### config.mk
export PLATFORM = sky130hd
export DESIGN_NAME = pci_bus_arbiter
export DESIGN_NICKNAME = d
export VERILOG_FILES = /design/src/rtl/pci_bus_arbiter.sv
export SDC_FILE = /design/constraint.sdc
export NUM_CORES = 1
export LEC_CHECK = 0
export CAP_MARGIN = 10
export CORE_UTILIZATION = 45
export DETAILED_ROUTE_END_ITERATION = 10
export GPL_TIMING_DRIVEN = 0
export PLACE_DENSITY = 0.83
export SETUP_SLACK_MARGIN = 0.4
export SLEW_MARGIN = 0
export SYNTH_ARGS = -nofsm -noshare
export SYNTH_HDL_FRONTEND = slang
export SYNTH_SLANG_ARGS = --single-unit
### constraint.sdc
create_clock -name clk -period 4.2 [get_ports clk]
set_clock_uncertainty 0.2 [all_clocks]
set_input_delay 0.84 -clock clk [delete_from_list [all_inputs] [get_ports clk]]
set_output_delay 0.84 -clock clk [all_outputs]
set_load 0.02 [all_outputs]
### src/rtl/pci_bus_arbiter.sv
// pci_bus_arbiter: round-robin owner selection for a shared PCI-style bus.
// Requests and grants are active-low. Ownership is followed through FRAME/IRDY
// to the end of each transaction, and a turnaround cycle is inserted between
// owners. Optional grant timeout: define PCI_ARB_GNT_TIMEOUT_EN.
module pci_bus_arbiter #(
   parameter int NUM_DEV     = 3,
   parameter int IDX_W       = 2,
   parameter int GNT_TIMEOUT = 16,
   parameter int CNT_W       = 5
) (
   input  logic               clk,
   input  logic               reset,
   input  logic [NUM_DEV-1:0] request,
   input  logic               iframe,
   input  logic               iready,
   output logic [NUM_DEV-1:0] grant,
   output logic [IDX_W-1:0]   owner,
   output logic               owner_valid,
   output logic               bus_busy,
   output logic               timeout
);

   typedef enum logic [1:0] {IDLE, GRANTED, BUSY, TURN} state_t;

   state_t               state_reg, state_next;
   logic [NUM_DEV-1:0]   grant_reg, grant_next;
   logic [IDX_W-1:0]     owner_reg, owner_next;
   logic [IDX_W-1:0]     last_owner_reg, last_owner_next;
   logic                 owner_valid_reg, owner_valid_next;
   logic                 bus_busy_reg, bus_busy_next;

   logic [NUM_DEV-1:0]   req_act;
   logic                 req_any;
   logic                 bus_idle;
   logic [IDX_W-1:0]     winner;

`ifdef PCI_ARB_GNT_TIMEOUT_EN
   localparam logic [CNT_W-1:0] CNT_LIMIT = CNT_W'(GNT_TIMEOUT);
   logic [CNT_W-1:0]     cnt_reg, cnt_next;
   logic                 timeout_reg, timeout_next;
`endif

   // Configurations that cannot work show up as a named scope in the
   // elaborated hierarchy; a valid build creates no such scope.
   if (NUM_DEV < 2 || NUM_DEV > 8 || (2 ** IDX_W) < NUM_DEV ||
       GNT_TIMEOUT > (2 ** CNT_W) - 1) begin : g_bad_param_cfg
   end

   // Active-high view of the requests, one bit per Device.
   for (genvar gi = 0; gi < NUM_DEV; gi++) begin : g_req
      assign req_act[gi] = ~request[gi];
   end

   assign req_any  = |req_act;
   assign bus_idle = iframe & iready;

   // Round-robin pick: first requester after last_owner, wrapping around.
   always_comb begin
      logic             found;
      logic [IDX_W:0]   cand;
      winner = '0;
      found  = 1'b0;
      cand   = '0;
      for (int k = 1; k <= NUM_DEV; k++) begin
         cand = {1'b0, last_owner_reg} + (IDX_W+1)'(k);
         if (cand >= (IDX_W+1)'(NUM_DEV)) begin
            cand = cand - (IDX_W+1)'(NUM_DEV);
         end
         if (!found && req_act[cand[IDX_W-1:0]]) begin
            found  = 1'b1;
            winner = cand[IDX_W-1:0];
         end
      end
   end

   // Next-state and next-output logic; every output is registered below.
   always_comb begin
      state_next       = state_reg;
      grant_next       = grant_reg;
      owner_next       = owner_reg;
      last_owner_next  = last_owner_reg;
      owner_valid_next = owner_valid_reg;
      bus_busy_next    = bus_busy_reg;
`ifdef PCI_ARB_GNT_TIMEOUT_EN
      cnt_next         = cnt_reg;
      timeout_next     = 1'b0;
`endif
      case (state_reg)
         IDLE: begin
            grant_next       = '1;
            owner_valid_next = 1'b0;
            bus_busy_next    = 1'b0;
            // A foreign/stray transaction on the bus blocks any new grant.
            if (req_any && bus_idle) begin
               state_next       = GRANTED;
               grant_next       = ~(NUM_DEV'(1) << winner);
               owner_next       = winner;
               owner_valid_next = 1'b1;
`ifdef PCI_ARB_GNT_TIMEOUT_EN
               cnt_next         = '0;
`endif
            end
         end
         GRANTED: begin
            if (!iframe) begin
               // FRAME takes priority over a request release or expiry.
               state_next      = BUSY;
               grant_next      = '1;
               last_owner_next = owner_reg;
               bus_busy_next   = 1'b1;
            end else if (request[owner_reg]) begin
               // Owner gave up before starting; priority is not rotated.
               state_next       = IDLE;
               grant_next       = '1;
               owner_valid_next = 1'b0;
`ifdef PCI_ARB_GNT_TIMEOUT_EN
            end else if (cnt_reg + CNT_W'(1) == CNT_LIMIT) begin
               // Offender is demoted to lowest priority.
               state_next       = IDLE;
               grant_next       = '1;
               owner_valid_next = 1'b0;
               last_owner_next  = owner_reg;
               timeout_next     = 1'b1;
            end else begin
               cnt_next = cnt_reg + CNT_W'(1);
`endif
            end
         end
         BUSY: begin
            grant_next = '1;
            if (bus_idle) begin
               state_next       = TURN;
               bus_busy_next    = 1'b0;
               owner_valid_next = 1'b0;
            end
         end
         TURN: begin
            grant_next = '1;
            state_next = IDLE;
         end
         default: begin
            state_next = IDLE;
         end
      endcase
   end

   // State and output registers with synchronous reset.
   always_ff @(posedge clk) begin
      if (reset) begin
         state_reg       <= IDLE;
         grant_reg       <= '1;
         owner_reg       <= '0;
         last_owner_reg  <= IDX_W'(NUM_DEV - 1);
         owner_valid_reg <= 1'b0;
         bus_busy_reg    <= 1'b0;
`ifdef PCI_ARB_GNT_TIMEOUT_EN
         cnt_reg         <= '0;
         timeout_reg     <= 1'b0;
`endif
      end else begin
         state_reg       <= state_next;
         grant_reg       <= grant_next;
         owner_reg       <= owner_next;
         last_owner_reg  <= last_owner_next;
         owner_valid_reg <= owner_valid_next;
         bus_busy_reg    <= bus_busy_next;
`ifdef PCI_ARB_GNT_TIMEOUT_EN
         cnt_reg         <= cnt_next;
         timeout_reg     <= timeout_next;
`endif
      end
   end

   assign grant       = grant_reg;
   assign owner       = owner_reg;
   assign owner_valid = owner_valid_reg;
   assign bus_busy    = bus_busy_reg;
`ifdef PCI_ARB_GNT_TIMEOUT_EN
   assign timeout     = timeout_reg;
`else
   assign timeout     = 1'b0;
`endif

endmodule

# [Word level (Yosys, flattened, before mapping)]
# Index checks and enable logic that the tools add are counted.
# Widths: inputs -> output; s select.
[totals] in_bits=7 reg_bits=11
[op_classes] n_shift=1 reduce_logical=14 n_eq_ne=9 add_sub_neg=6 magnitude_cmp=7 n_bitwise=6 muxes=32
[ops] cell="$mux 2" n=10
[ops] cell="$lt 2x3->1 const B" n=4
[ops] cell="$mux 1" n=11
[ops] cell="$ne 2x2->1 const B" n=5
[ops] cell="$ge 3x2->1 const B" n=3
[ops] cell="$mux 3" n=3
[ops] cell="$pmux 3 s3" n=1
[ops] cell="$bmux 1 s2" n=4
[ops] cell="$pmux 2 s4" n=1
[ops] cell="$add 2x2->3 const B" n=2
[ops] cell="$pmux 1 s3" n=2
[ops] cell="$reduce_and 3->1" n=2
[ops] cell="$sub 2x2->2 const B" n=3
[ops] cell="$eq 2x2->1 const B" n=2
[ops] cell="$not 1->1" n=4
[ops] cell="$reduce_and 2->1" n=2
[ops] cell="$reduce_and 4->1" n=1
[ops] cell="$add 2x1->3 const B" n=1
[ops] cell="$logic_and 1x1->1" n=3
[ops] cell="$ne 3x3->1 const B" n=1
[ops] cell="$not 3->3" n=1
[ops] cell="$reduce_bool 3->1" n=1
[ops] cell="$reduce_or 3->1" n=1
[ops] cell="$shl 1x2->3 const A" n=1
[ops] cell="other kinds (5)" n=6

# [Depth between registers and ports, before layout]
[depth] ltp_word=16 ltp_mapped=8 ltp_nobuf=7

# [Worst setup path after synthesis]
# OpenSTA, ideal clock, no wires.
[synth_timing] path_kind="flip-flop to flip-flop" start="register last_owner_reg[0]" end="register grant_reg[0], in the netlist grant[0]" setup_time_ns=0.123 path_buffers=1 slack_ns=2.190 stages_incl_launch_ff=9 t_arrival_ns=1.687 cell_sequence="dfxtp_1 inv_1 ha_1 buf_2 inv_1 nor4_1 o31ai_1 nand3_1 o32a_2"
[synth_between] elab_chain_cells=16 elab_cells_between_ends=31 classes_between="add/sub: 6; order compare: 3; shift: 1; mux: 16; bitwise: 1; reduce/logical: 4"
[synth_rtl] element="from (decl)" line="28" text="logic [IDX_W-1:0] last_owner_reg, last_owner_next;"
[synth_rtl] element="from (signal assigned)" line="153" text="last_owner_reg <= IDX_W'(NUM_DEV - 1);"
[synth_rtl] element="from (signal assigned)" line="164" text="last_owner_reg <= last_owner_next;"
[synth_rtl] element="$add 2x1->3" line="65" text="cand = {1'b0, last_owner_reg} + (IDX_W+1)'(k);"
[synth_rtl] element="$ge 3x2->1 or $sub 2x2->2 (tied branches)" line="66, 67"
[synth_rtl] element="$mux 2" line="66" text="if (cand >= (IDX_W+1)'(NUM_DEV)) begin"
[synth_rtl] element="$bmux 1 s2" line="69" text="if (!found && req_act[cand[IDX_W-1:0]]) begin"
[synth_rtl] element="$mux 1 (implied by the code)" line="69"
[synth_rtl] element="$mux 1" line="69"
[synth_rtl] element="$logic_not 1->1" line="69"
[synth_rtl] element="$logic_and 1x1->1" line="69"
[synth_rtl] element="$mux 1" line="69"
[synth_rtl] element="$logic_not 1->1" line="69"
[synth_rtl] element="$logic_and 1x1->1" line="69"
[synth_rtl] element="$mux 2 *" line="69"
[synth_rtl] element="$shl 1x2->3 *" line="96" text="grant_next = ~(NUM_DEV'(1) << winner);"
[synth_rtl] element="$not 3->3 *" line="96"
[synth_rtl] element="$mux 3 *" line="94" text="if (req_any && bus_idle) begin"
[synth_rtl] element="$pmux 3 s3 *" line="88" text="case (state_reg)"
[synth_rtl] element="to (signal assigned)" line="162" text="grant_reg <= grant_next;"
[synth_rtl] element="to (decl)" line="26" text="logic [NUM_DEV-1:0] grant_reg, grant_next;"
# Mark *: on every way between the ends. The rest lies on a longest branch, timed or not. The select of a mux whose other input is x is not followed.
# A chain may end at the register's enable or synchronous reset.

# [Worst setup path after layout]
[layout_timing] start="input port request[0]" end="register owner_valid_reg, in the netlist owner_valid"
[layout_between] elab_chain_cells=5 elab_cells_between_ends=9 classes_between="eq/ne: 1; mux: 4; bitwise: 1; reduce/logical: 3"
[layout_rtl] element="from (decl)" line="13" text="input logic [NUM_DEV-1:0] request,"
[layout_rtl] element="branches (longest 5 deep; another with $reduce_and 4->1)"
[layout_rtl] element="to (signal assigned)" line="165" text="owner_valid_reg <= owner_valid_next;"
[layout_rtl] element="to (decl)" line="29" text="logic owner_valid_reg, owner_valid_next;"
# Parallel ways; which one is timed is not known. The select of a mux whose other input is x is not followed.

==> flow_metrics.tcl <==
set metrics [dict create \
    synth_cell_type_count 32 \
    synth_largest_area_cell "dfxtp_1" \
    post-cts-setup-buffer-count 0 \
    cts_resized 0 \
    largest_reg_flops 3 \
    synth_edf_count 0 \
    worstPathArrival_ps 2430 \
    max_cap_violations 0 \
    power.density_nw_per_um2 299.3 \
    ys_ff_latch 11 \
    io_buffers 13 \
    syn_area_per_cell_um2 8.630 \
    postSynthCellCount 88 \
    seq_area_um2 220.2 \
    clk_pin_slew_ps 70 \
    cp_slowest_cell "clkdlybuf4s50_1" \
    slew_viol_final 0 \
    dpl.hpwl_mm 1.191 \
    synth.area.top_cells "dfxtp_1 (29%), ha_1 (13%), mux2i_1 (5.3%), a21oi_1 (4.0%), nor2_1 (4.0%)" \
    dp.cells 117 \
    drt_iter0_markers 11 \
    synth_commonest_cells "dfxtp_1 (11), ha_1 (8), nor2_1 (8)" \
    worstPathRequired_ps 4150 \
    die_y_um 43.08 \
    layout.nets 121 \
    critical-path-top-delay-family "buffers and inverters" \
    hold_viol 0 \
    drive_gt1_frac 0.1048 \
    grt_overflow_total 0 \
    crit_buf_inv 1 \
    start_kind "input port" \
    vdd_ir_drop_max_mv 0.1996 \
    vias 683 \
    grt_pass1_wl_mm 2.697 \
    postCtsHoldBufs 0 \
    drt_wl_total_mm 1.524 \
    place_congestion 0.7400 \
    grt_pass1_vias 638 \
    p_leak_nw 0.3916 \
    clock_tree.root_cell "clkbuf_4" \
    multiInputGateArea_um2 504.2 \
    cts_tree "built" \
    crit_fanout 7 \
    detail-route-antenna-nets 0 \
    synth_nets 103 \
    clock_latency_ps 260 \
    rsz0062_at_grt "no" \
    drc 0 \
    die_w_um 43.08 \
    num_rows 14 \
    final_area_um2 935.9 \
    ioPinCount 15 \
    hp-class "flip-flop to flip-flop" \
    cts-htree-levels 1 \
    cts.sinks 11 \
    setup_viol 0 \
    viasPerCell 5.645 \
    crit_path_end_kind "flip-flop" \
    cts_made_buffers 3 \
    fin_util 0.6071 \
    syn2layout_area_growth_pct 23.23 \
    async_flop_share 0 \
    ys_seq_area_frac 0.2900 \
    power_mw 0.2801 \
    nFillCells 154 \
    max_stage_delay_ps 610 \
    finalSetupTns_ps 0 \
    drt_pass1_iterations 4 \
    cp_cell_sequence "clkdlybuf4s50_1, mux2i_1, o21ai_0, nand2_1, a21oi_1, mux2_2" \
    drt-wirelength-per-cell_um 12.60 \
    fin_crit_ps 2475 \
    die-area_um2 1856 \
    synthFlopType "dfxtp_1" \
    start_util 0.4927 \
    synth_top_cell_area_share 0.2900 \
    diodes 0 \
    placed_cell_area_um2 909.6 \
    instances_no_fill 121 \
    timing.fmax_ghz 0.4041 \
    synth_most_common_cell "dfxtp_1" \
    core_area_um2 1541 \
    antenna_found_initial 0 \
    grtUsageTotal 0.1885 \
    fin_crit_sh 0.5892 \
    critical_path_class "input port to flip-flop" \
    synth_warnings 0 \
    grt_max_degree 9 \
    clock_path_buffers 2 \
    syn_area_um2 759.5 \
    status "finished clean" \
]
[worst reg2reg max path, delay by kind of cell (launching register included)]
kind                       cells  cell delay [ps]
adders and majority gates      1              300
and+or+nand+nor                2              230
buffers and inverters          3              400
AOI/OAI and AO/OA              2              550
DFF                            1              460
[stage by stage]
stage	setup slack, ps	hold slack (ps)
6_report	1725	296.6
5_1_grt	1673	327.5
4_1_cts	1747	304.3
3_5_place_dp	1472	287.8
3_3_place_gp	1520	283.4
2_1_floorplan	2190	317.5
[kinds of logic (layout without fill, tap and decap cells)]
kind of cell,Yosys count,in the layout,share of synthesized area
buf+inv,8,25,0.04612
simple gates,32,32,0.2175
mux,5,5,0.06755
fa+ha+maj,8,8,0.1318
xor+xnor,1,1,0.01153
flops,11,11,0.2899
compound gates,22,22,0.2307
other cells,1,1,0.004938
[path summary, 6_finish.rpt]
| path | slack, ps | cells after the start | start | endpoint |
|---|---|---|---|---|
| worst max-delay path | 1730 | 6 | request[0] | owner_valid |
| worst min-delay path | 300 | 1 | grant[0] | grant[0] |
| worst max register to register | 1940 | 8 | last_owner_reg[0] | grant[0] |
| worst min register to register | 300 | 1 | grant[0] | grant[0] |
[cells in the final DEF, fill, tap and decap left out, types with 2 or more instances in the layout]
cell             instances
nor2_1                   8
a211oi_1                 2
nor4_1                   3
nand4_1                  2
clkbuf_4                 3
nor2b_1                  2
nand3_1                  5
inv_1                    6
o21ai_0                  4
nand2_1                  6
ha_1                     8
a211o_1                  2
a21oi_1                  6
nor3_1                   2
dfxtp_1                 11
clkdlybuf4s50_1         13
mux2i_1                  4
[per-layer routing]
layer	vias up	global-route usage	routed length, µm
met5	-	0	0
met4	0	0.07273	9
met3	2	0.02979	54
met2	14	0.3224	739
met1	308	0.2332	720
li1	359	-	-
[layout make-up]
| type | count | area share |
|---|---|---|
| sequential | 11 | 0.2353 |
| inverter | 6 | 0.02406 |
| multi-input combinational | 69 | 0.5388 |
| buffer | 2 | 0.01337 |
| timing repair buffer | 13 | 0.1390 |
| clock buffer | 4 | 0.02807 |
| tap | 16 | 0.02139 |
[where the power goes]
group / switching (mW) / internal [mW]
logic: 0.0483 / 0.0412
registers: 0.00763 / 0.112
clock network: 0.0343 / 0.0367
total: 0.0902 / 0.190
Power figures use the tool's default switching activity.
